$ cat config.mk
export PLATFORM = sky130hd
export DESIGN_NAME = switch_event_detector_flat
export DESIGN_NICKNAME = d
export VERILOG_FILES = /design/src/rtl/switch_event_detector_pkg.sv /design/src/rtl/switch_event_detector_if.sv /design/src/rtl/switch_event_detector_edge_detector.sv /design/src/rtl/switch_event_detector.sv /design/src/flat_wrapper.sv
export SDC_FILE = /design/constraint.sdc
export NUM_CORES = 1
export LEC_CHECK = 0
export ABC_CLOCK_PERIOD_IN_PS = 2020
export CAP_MARGIN = 5
export CORE_MARGIN = 2
export CORE_UTILIZATION = 50
export DETAILED_ROUTE_END_ITERATION = 10
export HOLD_SLACK_MARGIN = 0.08
export PLACE_DENSITY_LB_ADDON = 0.12
export RECOVER_POWER = 100
export SLEW_MARGIN = 40
export SYNTH_ARGS = -nofsm -noshare
export SYNTH_HDL_FRONTEND = slang
export SYNTH_SLANG_ARGS = --single-unit
$ cat constraint.sdc
create_clock -name i_clock -period 2.02 [get_ports i_clock]
set_input_delay 0.505 -clock i_clock [delete_from_list [all_inputs] [get_ports i_clock]]
set_output_delay 0.505 -clock i_clock [all_outputs]
set_load 0.03 [all_outputs]
$ cat src/rtl/switch_event_detector_pkg.sv
// Shared definitions for the switch event detector: FSM state encoding and
// the timing-counter width helper.
package switch_event_pkg;

    typedef enum logic [2:0] {
        IDLE   = 3'd0,
        PRESS1 = 3'd1,
        LONG   = 3'd2,
        GAP    = 3'd3,
        PRESS2 = 3'd4
    } state_t;

    // Counter must hold the larger of the two terminal counts.
    function automatic int cnt_width(input int long_cycles, input int gap_cycles);
        int m;
        m = (long_cycles > gap_cycles) ? long_cycles : gap_cycles;
        return $clog2(m + 1);
    endfunction

endpackage

$ cat src/rtl/switch_event_detector_if.sv
// Switch level in, gesture event strobes out.
// Event outputs are one-cycle strobes with no ready/backpressure: the consumer
// must sample every cycle; i_switch is a level, not a handshake.
interface switch_event_detector_if;
    logic i_switch;
    logic o_press_pulse;
    logic o_release_pulse;
    logic o_short_pulse;
    logic o_long_pulse;
    logic o_double_pulse;
    logic o_held;

    modport master (
        output i_switch,
        input  o_press_pulse, o_release_pulse, o_short_pulse,
        input  o_long_pulse, o_double_pulse, o_held
    );

    modport slave (
        input  i_switch,
        output o_press_pulse, o_release_pulse, o_short_pulse,
        output o_long_pulse, o_double_pulse, o_held
    );
endinterface

$ cat src/rtl/switch_event_detector_edge_detector.sv
// One-flop edge detector for an already-synchronous level; reusable for any
// switch input.
module edge_detector (
    input  logic i_clock,
    input  logic i_reset_n,
    input  logic i_level,
    output logic o_rise,
    output logic o_fall,
    output logic o_level
);

    logic r_sw_q;

    always_ff @(posedge i_clock or negedge i_reset_n) begin
        if (!i_reset_n) begin
            r_sw_q <= 1'b0;
        end else begin
            r_sw_q <= i_level;
        end
    end

    assign o_rise  = i_level & ~r_sw_q;
    assign o_fall  = ~i_level & r_sw_q;
    assign o_level = r_sw_q;

endmodule

$ cat src/rtl/switch_event_detector.sv
// Classifies debounced switch activity into press, release, short, long and
// double one-cycle event pulses.
module switch_event_detector
    import switch_event_pkg::*;
#(
    parameter int LONG_PRESS_CYCLES = 50000000,
    parameter int DOUBLE_GAP_CYCLES = 25000000
) (
    input  logic                    i_clock,
    input  logic                    i_reset_n,
    switch_event_detector_if.slave  ev,
    output state_t                  o_state
);

    localparam int CNT_W = cnt_width(LONG_PRESS_CYCLES, DOUBLE_GAP_CYCLES);
    localparam logic [CNT_W-1:0] LONG_TERM = CNT_W'(LONG_PRESS_CYCLES - 1);
    localparam logic [CNT_W-1:0] GAP_TERM  = CNT_W'(DOUBLE_GAP_CYCLES - 1);

    logic             rise;
    logic             fall;
    logic             level;
    state_t           state;
    logic [CNT_W-1:0] cnt;
    logic             press_q;
    logic             release_q;
    logic             short_q;
    logic             long_q;
    logic             double_q;

    edge_detector u_edge (
        .i_clock   (i_clock),
        .i_reset_n (i_reset_n),
        .i_level   (ev.i_switch),
        .o_rise    (rise),
        .o_fall    (fall),
        .o_level   (level)
    );

    // Edge checks come first in each state so a coincident terminal count
    // loses: release beats long, second press beats short.
    always_ff @(posedge i_clock or negedge i_reset_n) begin
        if (!i_reset_n) begin
            state     <= IDLE;
            cnt       <= '0;
            press_q   <= 1'b0;
            release_q <= 1'b0;
            short_q   <= 1'b0;
            long_q    <= 1'b0;
            double_q  <= 1'b0;
        end else begin
            press_q   <= rise;
            release_q <= fall;
            short_q   <= 1'b0;
            long_q    <= 1'b0;
            double_q  <= 1'b0;
            case (state)
                IDLE: begin
                    if (rise) begin
                        state <= PRESS1;
                        cnt   <= '0;
                    end
                end
                PRESS1: begin
                    if (fall) begin
                        state <= GAP;
                        cnt   <= '0;
                    end else if (cnt == LONG_TERM) begin
                        state  <= LONG;
                        cnt    <= '0;
                        long_q <= 1'b1;
                    end else begin
                        cnt <= cnt + CNT_W'(1);
                    end
                end
                LONG: begin
                    if (fall) begin
                        state <= IDLE;
                        cnt   <= '0;
                    end
                end
                GAP: begin
                    if (rise) begin
                        state    <= PRESS2;
                        cnt      <= '0;
                        double_q <= 1'b1;
                    end else if (cnt == GAP_TERM) begin
                        state   <= IDLE;
                        cnt     <= '0;
                        short_q <= 1'b1;
                    end else begin
                        cnt <= cnt + CNT_W'(1);
                    end
                end
                PRESS2: begin
                    if (fall) begin
                        state <= IDLE;
                        cnt   <= '0;
                    end
                end
                default: begin
                    state <= IDLE;
                    cnt   <= '0;
                end
            endcase
        end
    end

    assign ev.o_press_pulse   = press_q;
    assign ev.o_release_pulse = release_q;
    assign ev.o_short_pulse   = short_q;
    assign ev.o_long_pulse    = long_q;
    assign ev.o_double_pulse  = double_q;
    assign ev.o_held          = level;
    assign o_state            = state;

endmodule

$ cat src/flat_wrapper.sv
// flat-port wrapper written by rule: the top's interface ports become plain ports
module switch_event_detector_flat import switch_event_pkg::*;
#(
    parameter int LONG_PRESS_CYCLES = 50000000,
    parameter int DOUBLE_GAP_CYCLES = 25000000
)
  (i_clock, i_reset_n, o_state, ev_i_switch, ev_o_press_pulse, ev_o_release_pulse, ev_o_short_pulse, ev_o_long_pulse, ev_o_double_pulse, ev_o_held);
  switch_event_detector_if ev_i ();
  input  logic i_clock;
  input  logic i_reset_n;
  output state_t o_state;
  input wire logic [$bits(ev_i.i_switch)-1:0] ev_i_switch;
  output wire logic [$bits(ev_i.o_press_pulse)-1:0] ev_o_press_pulse;
  output wire logic [$bits(ev_i.o_release_pulse)-1:0] ev_o_release_pulse;
  output wire logic [$bits(ev_i.o_short_pulse)-1:0] ev_o_short_pulse;
  output wire logic [$bits(ev_i.o_long_pulse)-1:0] ev_o_long_pulse;
  output wire logic [$bits(ev_i.o_double_pulse)-1:0] ev_o_double_pulse;
  output wire logic [$bits(ev_i.o_held)-1:0] ev_o_held;
  assign ev_i.i_switch = ev_i_switch;
  assign ev_o_press_pulse = ev_i.o_press_pulse;
  assign ev_o_release_pulse = ev_i.o_release_pulse;
  assign ev_o_short_pulse = ev_i.o_short_pulse;
  assign ev_o_long_pulse = ev_i.o_long_pulse;
  assign ev_o_double_pulse = ev_i.o_double_pulse;
  assign ev_o_held = ev_i.o_held;
  switch_event_detector #(.LONG_PRESS_CYCLES(LONG_PRESS_CYCLES), .DOUBLE_GAP_CYCLES(DOUBLE_GAP_CYCLES)) u_core (.i_clock(i_clock), .i_reset_n(i_reset_n), .ev(ev_i), .o_state(o_state));
endmodule
==> qor.yml, run 1 <==
global_route:
  grt_first_pass_wirelength_um: 9050
  grt_max_degree: 36
  grt_usage_pct: 26.8
  antenna_found_initial: 0
  overflow: 0
  grt_pass1_vias: 1889
clocking:
  clkTransAtPathRegs_ns: 0.07
  cts_hold_buf: 0
  ctsHtreeMaxLevel: 2
  root_buffer: "clkbuf_8"
  cts.sinks: 35
  cts_inserted_buffers: 5
  clkLatencyLatePin_ns: 0.30
  clockBufferDepth: 2
  cts_tree: "done"
detailed_routing:
  dr.first_iter.drc_count: 251
  vias: 1997
  wirelength_um: 5810
  routedWlPerCell_um: 17.4
  ant_nets: 0
  dr.pass1.iters: 4
  viasPerCell: 5.98
  drc: 0
die:
  core_area_mm2: 0.00394
  start_util_pct: 51.0
  die-area_mm2: 0.00454
  die_x_um: 67.4
  die_h_um: 67.4
  pin_count: 12
  core.rowCount: 23
synthesis:
  ys_ff_latch: 35
  yosys_warnings: 0
  synth-async-reset-ratio_pct: 100
  synth-simple-area-share_pct: 30.2
  syn_area_mm2: 0.00201
  synth_top_family_by_area: "simple AND/OR/NAND/NOR gates"
  synth_cells: 217
  synth_compound_area_share_pct: 16.9
  synthFlopType: "dfrtp_1"
  avgSynthCellArea_um2: 9.27
  synthMuxAreaShare_pct: 0.498
  syn_nets: 221
  synth_fa_ha_area_share_pct: 0.622
  synth_cell_types: 53
  synth_xor_area_share_pct: 4.79
  ys_seq_area_share_pct: 43.6
  synth-edff-count: 0
worst_hold_path:
  hold_class: "flip-flop to flip-flop"
  worstHoldStart: "u_core.cnt[0]"
cells_and_area:
  finalNonFillerCells: 334
  final_common_cell: "buf_4"
  nFillCells: 287
  final_cell_mix: "buf_4 (43), dfrtp_1 (31), nor2_1 (23)"
  final_nets: 287
  drive_gt1_share_pct: 32.7
  area_growth_pct: 43.0
  antenna_cells: 0
placed_design:
  io_buffers: 11
  dp_slack_ns: -0.537
  hpwl_um: 3950
  place_inst: 316
  gp_congestion: 0.874
sta:
  final.setup.worst_slack_ns: -0.128
  finalHoldViolCount: 0
  rsz0062_at_grt: "yes"
  slew_headroom_pct: 42.1
  fin_crit_sh_pct: 106
  timing_max_transition_violations_final: 0
  worstMarginPinSlew_ns: 0.869
  finClkSkew_ns: 0.00973
  tns_ns: -1.95
  fin_crit_ns: 2.15
  setup_viol: 23
  max_freq_mhz: 466
pwr:
  p_leak_nw: 1.20
  p_per_area_mw_per_mm2: 825
  ir_worst_vdd_mv: 0.363
status:
  outcome: "finished, violations left"
  failed_checks: "negative setup slack"
setup_path:
  critPathLaunchType: "flip-flop"
  required_ns: 2.19
  endpoint_kind: "flip-flop"
  criticalPathCategory: "flip-flop to flip-flop"
  crit_arrival_ns: 2.32
  startpoint: "u_core.cnt[8]"
  path_max_fanout: 16
  reg2reg_from: "u_core.cnt[8]"
job:
  maxCapViolations: 0
[worst max-delay path: stages (launching register included)]
cell and delay [ns]:
dfrtp_1 0.37, or4_4 0.59, nor4_4 0.28, a21oi_2 0.10, buf_6 0.17, a211oi_4 0.25
buf_12 0.18, o21bai_1 0.08
[Yosys cell counts (2+ instances only)]
cell / instances / area [um2]
or4b_1: 3 / 30.0
nand3_1: 11 / 55.1
o21ai_0: 4 / 20.0
nor3b_1: 2 / 15.0
a21oi_1: 9 / 45.0
dfrtp_1: 35 / 876
clkbuf_1: 5 / 18.8
o31ai_1: 6 / 45.0
nand2b_1: 4 / 25.0
a211oi_1: 2 / 15.0
or3_1: 5 / 31.3
nor4_1: 7 / 43.8
a221oi_1: 3 / 26.3
nand2_1: 19 / 71.3
and4_1: 4 / 35.0
nand4_1: 8 / 50.1
a31oi_1: 3 / 18.8
inv_1: 7 / 26.3
and2_1: 3 / 18.8
and3_1: 3 / 18.8
o21ai_1: 3 / 15.0
nor2b_1: 3 / 18.8
xnor2_1: 6 / 52.6
xor2_1: 5 / 43.8
nor3_1: 3 / 15.0
nor2_1: 24 / 90.1
o2bb2ai_1: 2 / 17.5
a311oi_1: 3 / 26.3
[metal layers]
metal / GRT usage [%] / vias to the layer above / share of wire, %
met2: 43.3 / 49 / 51
li1: - / 948 / -
met3: 5.50 / 7 / 3.8
met5: 0 / - / 0
met4: 11.0 / 0 / 1.2
met1: 35.1 / 993 / 44
[final cells by class]
cell class | instances | area, um2 | share of cell area [%]
flip-flops and latches | 35 | 881 | 30.6
repair buffers | 67 | 562 | 19.5
clock buffers | 8 | 80.1 | 2.79
well taps | 50 | 62.6 | 2.18
inverters | 7 | 26.3 | 0.914
multi-input cells | 167 | 1260 | 44.0
[state kept, by name, summed over array words and instances (netlist names)]
signal / flops
u_core.u_edge.o_level: 1
u_core.ev.o_release_pulse: 1
u_core.ev.o_double_pulse: 1
u_core.ev.o_press_pulse: 1
u_core.o_state: 3
u_core.ev.o_short_pulse: 1
u_core.ev.o_long_pulse: 1
u_core.cnt: 26
[report_power, final]
part	switching [mW]	internal, mW
Clock	0.252	0.245
Combinational	0.610	0.450
Sequential	0.0593	0.757
[path summary, 6_finish.rpt]
| kind | to | cells past startpoint | slack, ns |
|---|---|---|---|
| max | u_core.o_state[2] | 7 | -0.13 |
| min | u_core.cnt[0] | 1 | 0.53 |
| max reg2reg | u_core.o_state[2] | 7 | -0.13 |
| min reg2reg | u_core.cnt[0] | 1 | 0.53 |
| max in group asynchronous | u_core.o_state[1] | 2 | 0.58 |
| min in group asynchronous | u_core.cnt[1] | 2 | 0.84 |
[stage by stage]
step           util, %  area [um2]  hold WS, ns  power (mW)
4_1_cts           67.6        2670        0.522        2.26
5_1_grt           72.9        2880        0.548        2.49
2_1_floorplan        -        2030        0.209        1.32
3_5_place_dp      63.9        2520        0.512        1.73
3_3_place_gp      63.9        2520        0.495        1.71
6_report          72.9        2880        0.529        2.37
[cells by family after synthesis]
| group | Yosys count |
|---|---|
| and+or+nand+nor | 107 |
| buffers and inverters | 15 |
| DFF | 35 |
| xor gates and xnor gates | 11 |
| muxes | 1 |
| AOI/OAI and AO/OA | 47 |
| adders and majority gates | 1 |
[timing repair]
action	4_1_cts	5_1_grt
hold endpoints to repair	0	0
pin swaps	14	12
setup endpoints to repair	28	31
resized for setup	9	35
buffers inserted	6	5
cloned	0	0
Note: power is estimated with default switching activity, not from simulation.
==> run 2: changes to the inputs <==
- CTS_BUF_LIST: not set -> sky130_fd_sc_hd__clkbuf_16
==> qor.yml, run 2 (synthesized netlist as in run 1, its figures left out) <==
status:
  outcome: "finished, violations left"
  failed_checks: "negative setup slack"
cells_and_area:
  antenna_cells: 0
  final_cell_mix: "buf_4 (45), dfrtp_1 (32), nor2_1 (24)"
  largest_register_ffs: 26
  drive_gt1_share_pct: 26.7
  regMostFlops: "u_core.cnt"
  area_growth_pct: 35.8
  final_nets: 284
  final_common_cell: "buf_4"
setup_path:
  r2r-end: "u_core.o_state[2]"
  reg2regPathDepth: 7
  crit_arrival_ns: 2.29
  rrSetupSlack_ns: -0.11
  path_max_fanout: 16
  required_ns: 2.18
  critPathLaunchType: "flip-flop"
  endpoint_kind: "flip-flop"
  reg2reg_from: "u_core.cnt[8]"
  criticalPathCategory: "flip-flop to flip-flop"
job:
  maxCapViolations: 0
sta:
  rsz0062_at_grt: "yes"
  setup_viol: 28
  fin_crit_sh_pct: 106
  slew_headroom_pct: 41.6
  worstMarginPinSlew_ns: 0.876
  fin_crit_ns: 2.13
  whs_ns: 0.522
  timing_max_transition_violations_final: 0
  tns_ns: -1.94
  finalHoldViolCount: 0
  max_freq_mhz: 469
  finClkSkew_ns: 0.00553
  final.setup.worst_slack_ns: -0.112
global_route:
  grt_first_pass_wirelength_um: 9090
  grt_max_degree: 36
  antenna_found_initial: 0
  overflow: 0
  grt_usage_pct: 27.0
  grt_pass1_vias: 1894
clocking:
  cts_tree: "done"
  root_buffer: "clkbuf_16"
  ctsHtreeMaxLevel: 2
  clockBufferDepth: 2
  clkTransAtPathRegs_ns: 0.05
  clkLatencyLatePin_ns: 0.28
  cts.sinks: 35
  cts_inserted_buffers: 5
  cts_hold_buf: 0
placed_design:
  gp_congestion: 0.874
  hpwl_um: 3950
  io_buffers: 11
die:
  die-area_mm2: 0.00454
  core.rowCount: 23
  start_util_pct: 51.0
  die_h_um: 67.4
  pin_count: 12
  core_area_mm2: 0.00394
  die_x_um: 67.4
detailed_routing:
  routedWlPerCell_um: 16.9
  dr.first_iter.drc_count: 201
  drc: 0
  route.met3.wl_um: 252
  wl_met2_um: 2780
  vias: 1958
  route.layer.met1.wl_um: 2490
  dr.pass1.iters: 4
  wirelength_um: 5600
  top_layer_used: "met4"
  ant_nets: 0
  viasPerCell: 5.92
worst_hold_path:
  worstHoldStart: "u_core.cnt[0]"
  hold_class: "flip-flop to flip-flop"
  min_path_cells: 1
  min_to: "u_core.cnt[0]"
pwr:
  p_leak_nw: 1.15
  ir_worst_vdd_mv: 0.470
  p_per_area_mw_per_mm2: 908
-- run 2: cell types whose count changed in the layout (fill, tap and decap cells not counted), sizes merged --
cell           before  now
dlymetal6s2s        3    0
dlygate4sd3         1    6
clkbuf             13   10
clkdlybuf4s50       6    3
buf                51   49
inv                 7   10
-- run 2: worst max-delay path: stages (launching register included) --
cell	delay [ns]
dfrtp_1	0.37
or4_4	0.59
nor4_4	0.28
a21oi_2	0.11
buf_6	0.16
a211oi_4	0.25
buf_12	0.18
o21bai_1	0.08
-- run 2: how the worst max path moves through the flow --
stage                   startpoint  slack (ns)                end
floorplan           u_core.cnt[16]       -0.07     u_core.cnt[11]
global placement       ev_i_switch       -0.45      u_core.cnt[2]
detailed placement     ev_i_switch       -0.54     u_core.cnt[21]
CTS                  u_core.cnt[8]       -0.11  u_core.o_state[2]
global route         u_core.cnt[8]       -0.22  u_core.o_state[2]
finish               u_core.cnt[8]       -0.11  u_core.o_state[2]
-- run 2: timing repair --
| item | 4_1_cts | 5_1_grt |
|---|---|---|
| buffers inserted | 6 | 2 |
| pin swaps | 14 | 1 |
| setup endpoints to repair | 29 | 29 |
| gates resized for setup | 8 | 4 |
-- run 2: final cells by class --
type	count	area (um2)
clock buffers	5	125
well taps	50	62.6
inverters	7	26.3
fillers	314	1210
flip-flops and latches	35	880
clock inverters	3	11.3
multi-input cells	167	1110
repair buffers	64	514
-- run 2: power breakdown --
part	switching, mW	internal, mW	total (mW)
Combinational	0.542	0.399	0.942
Clock	0.273	0.443	0.716
Sequential	0.0618	0.758	0.820
Total	0.878	1.60	2.48
-- run 2: metal layers --
| metal | up-vias | global-route usage (%) |
|---|---|---|
| li1 | 940 | - |
| met1 | 958 | 34.4 |
| met2 | 49 | 45.4 |
| met3 | 11 | 6.00 |
| met4 | 0 | 8.67 |
| met5 | - | 0 |
-- run 2: stage by stage --
stage	instance area [um2]	setup slack, ns	cells	util, %	total power [mW]
after floorplan	2030	-0.0732	217	-	1.32
after global placement	2520	-0.454	316	63.9	1.71
after detailed placement	2520	-0.537	316	63.9	1.73
after CTS	2720	-0.109	329	69.0	2.48
after global routing	2730	-0.222	331	69.2	2.59
final	2730	-0.112	331	69.2	2.48
==> run 3: changes to the inputs <==
- ABC_AREA: not set -> 1
- ABC_CLOCK_PERIOD_IN_PS: 2020 -> 1800
- SYNTH_HIERARCHICAL: not set -> 1
- clock period: 2.02 -> 1.8 ns (I/O delays scaled with it)
==> qor.yml, run 3 <==
synthesis:
  yosys_warnings: 6
  synth-simple-area-share_pct: 40.2
  synthMuxAreaShare_pct: 0
  synth_fa_ha_area_share_pct: 0.601
  ys_ff_latch: 35
  yosysTopAreaCellShare_pct: 42.0
  synth_cell_types: 26
  synth_area_leaders: "dfrtp_1 (42%), nand2_1 (15%), nor2_1 (8.8%)"
  yosysTopAreaCell: "dfrtp_1"
  synth_xor_area_share_pct: 2.94
  synth_compound_area_share_pct: 4.08
  synth_common_cells: "nand2_1 (83), nor2_1 (49), inv_1 (46), dfrtp_1 (35), nand3_1 (30)"
  syn_area_mm2: 0.00208
  synth_top_family_by_area: "simple AND/OR/NAND/NOR gates"
  syn_nets: 302
  synth_cells: 298
  ys_seq_area_share_pct: 42.0
  synth-async-reset-ratio_pct: 100
  post-synth-top-count-cell: "nand2_1"
  avgSynthCellArea_um2: 6.99
  synth-edff-count: 0
  synthFlopType: "dfrtp_1"
sta:
  tns_ns: 0
  fin_crit_sh_pct: 95.7
  worstMarginPinSlew_ns: 0.856
  finClkSkew_ns: 0.00349
  setup_viol: 0
  slew_headroom_pct: 42.9
  timing_max_transition_violations_final: 0
  fin_crit_ns: 1.72
  finalHoldViolCount: 0
  max_freq_mhz: 580
die:
  die_x_um: 68.6
  start_util_pct: 52.1
  core_area_mm2: 0.00400
  core.rowCount: 23
  pin_count: 12
  die-area_mm2: 0.00470
  die_h_um: 68.6
clocking:
  root_buffer: "clkbuf_16"
  clkTransAtPathRegs_ns: 0.05
  ctsHtreeMaxLevel: 2
  cts_inserted_buffers: 5
  cts.sinks: 35
  cts_hold_buf: 0
  clkLatencyLatePin_ns: 0.28
  cts_tree: "done"
  clockBufferDepth: 2
cells_and_area:
  finalNonFillerCells: 390
  final_core_util_pct: 64.3
  drive_gt1_share_pct: 15.0
  area_growth_pct: 23.4
  regMostFlops: "u_core/cnt"
  antenna_cells: 0
  final_common_cell: "nand2_1"
  largest_register_ffs: 26
  final_nets: 344
  final_cell_mix: "nand2_1 (81), nor2_1 (47), inv_1 (46)"
setup_path:
  critPathLaunchType: "flip-flop"
  rrSetupSlack_ns: 0.08
  endpoint_kind: "flip-flop"
  reg2reg_from: "u_core/cnt[11]"
  path_max_fanout: 15
  worstSetupEndpoint: "u_core/cnt[24]"
  criticalPathCategory: "flip-flop to flip-flop"
  reg2regPathDepth: 9
  crit_arrival_ns: 1.88
  r2r-end: "u_core/cnt[24]"
  required_ns: 1.95
  startpoint: "u_core/cnt[11]"
worst_hold_path:
  hold_class: "input pin to asynchronous set/reset pin"
global_route:
  grt_max_degree: 20
  antenna_found_initial: 0
  grt_usage_pct: 24.9
  grt_first_pass_wirelength_um: 8560
  use_met3_pct: 5.68
  grt_use_met2_pct: 40.4
  grt_pass1_vias: 1857
  overflow: 0
  grtUsageMet1_pct: 32.7
  grt_busiest_layer: "met2"
detailed_routing:
  wirelength_um: 5170
  dr.first_iter.drc_count: 116
  dr.pass1.iters: 4
  routedWlPerCell_um: 13.2
  drc: 0
  vias: 2021
  viasPerCell: 5.18
  ant_nets: 0
placed_design:
  place_inst: 379
  hpwl_um: 3920
  gp_congestion: 0.931
  io_buffers: 11
job:
  maxCapViolations: 0
status:
  outcome: "finished clean"
pwr:
  ir_worst_vdd_mv: 0.629
  power_mw: 2.76
  p_leak_nw: 1.31
  p_per_area_mw_per_mm2: 1070
## run 3: cell types whose count changed in the layout (fill, tap and decap cells not counted), sizes merged, moves of 6 or more
cell,change
nand2,+66
inv,+38
nor2,+27
buf,-25
nand3,+20
a21oi,-9
nor4,-8
dlygate4sd3,-6
o31ai,-6
xnor2,-6
## run 3: cell families (layout without fill, tap and decap cells)
kind of cell,after synthesis,in the layout
AO/OA/AOI/OAI,14,14
XOR/XNOR,7,7
flip-flops,35,35
AND/OR/NAND/NOR,190,190
buffers and inverters,51,93
adder cells (fa/ha/maj),1,1
## run 3: routing by layer
metal	vias up	share of wire [%]
met5	-	0
met4	0	1.2
met3	6	5.5
met2	66	48
met1	932	46
li1	1017	-
## run 3: stage by stage
step | setup slack, ns | cell area (um2) | hold WS (ns)
6_report | 0.0768 | 2570 | 0.262
4_1_cts | -0.00477 | 2550 | 0.107
5_1_grt | -0.0427 | 2570 | 0.334
3_3_place_gp | -0.262 | 2410 | 0.400
2_1_floorplan | 0.148 | 2080 | 0.154
3_5_place_dp | -0.360 | 2410 | 0.399
## run 3: layout make-up
| type | count | area [um2] |
|---|---|---|
| clock inverters | 2 | 8.76 |
| clock buffers | 5 | 125 |
| inverters | 48 | 183 |
| fillers | 385 | 1430 |
| repair buffers | 38 | 293 |
| well taps | 50 | 62.6 |
| multi-input cells | 212 | 1020 |
| flip-flops and latches | 35 | 876 |
## run 3: worst min path at each step
stage and endpoint:
4_1_cts u_core/cnt[2], 5_1_grt u_core/cnt[2], 6_report u_core/cnt[2], 3_5_place_dp u_core/cnt[2], 3_3_place_gp u_core/cnt[2], 2_1_floorplan u_core/cnt[0]
## run 3: power by group
part | internal [mW] | total (mW) | switching (mW)
sequential | 0.851 | 0.907 | 0.0558
combinational | 0.431 | 1.06 | 0.634
clock | 0.496 | 0.791 | 0.295
total | 1.78 | 2.76 | 0.984
## run 3: what timing repair did
action | in CTS | in global routing
setup buffers | 0 | 4
pin swaps | 0 | 7
setup endpoints to repair | 8 | 31
resized for setup | 6 | 12
## run 3: critical path: stages (launching register included)
cell	delay, ns
dfrtp_1	0.46
nand2_1	0.15
inv_1	0.10
nand2_1	0.07
nor2_1	0.20
nand3_2	0.15
nand2_4	0.12
nand3_4	0.09
inv_4	0.16
nor2_1	0.09
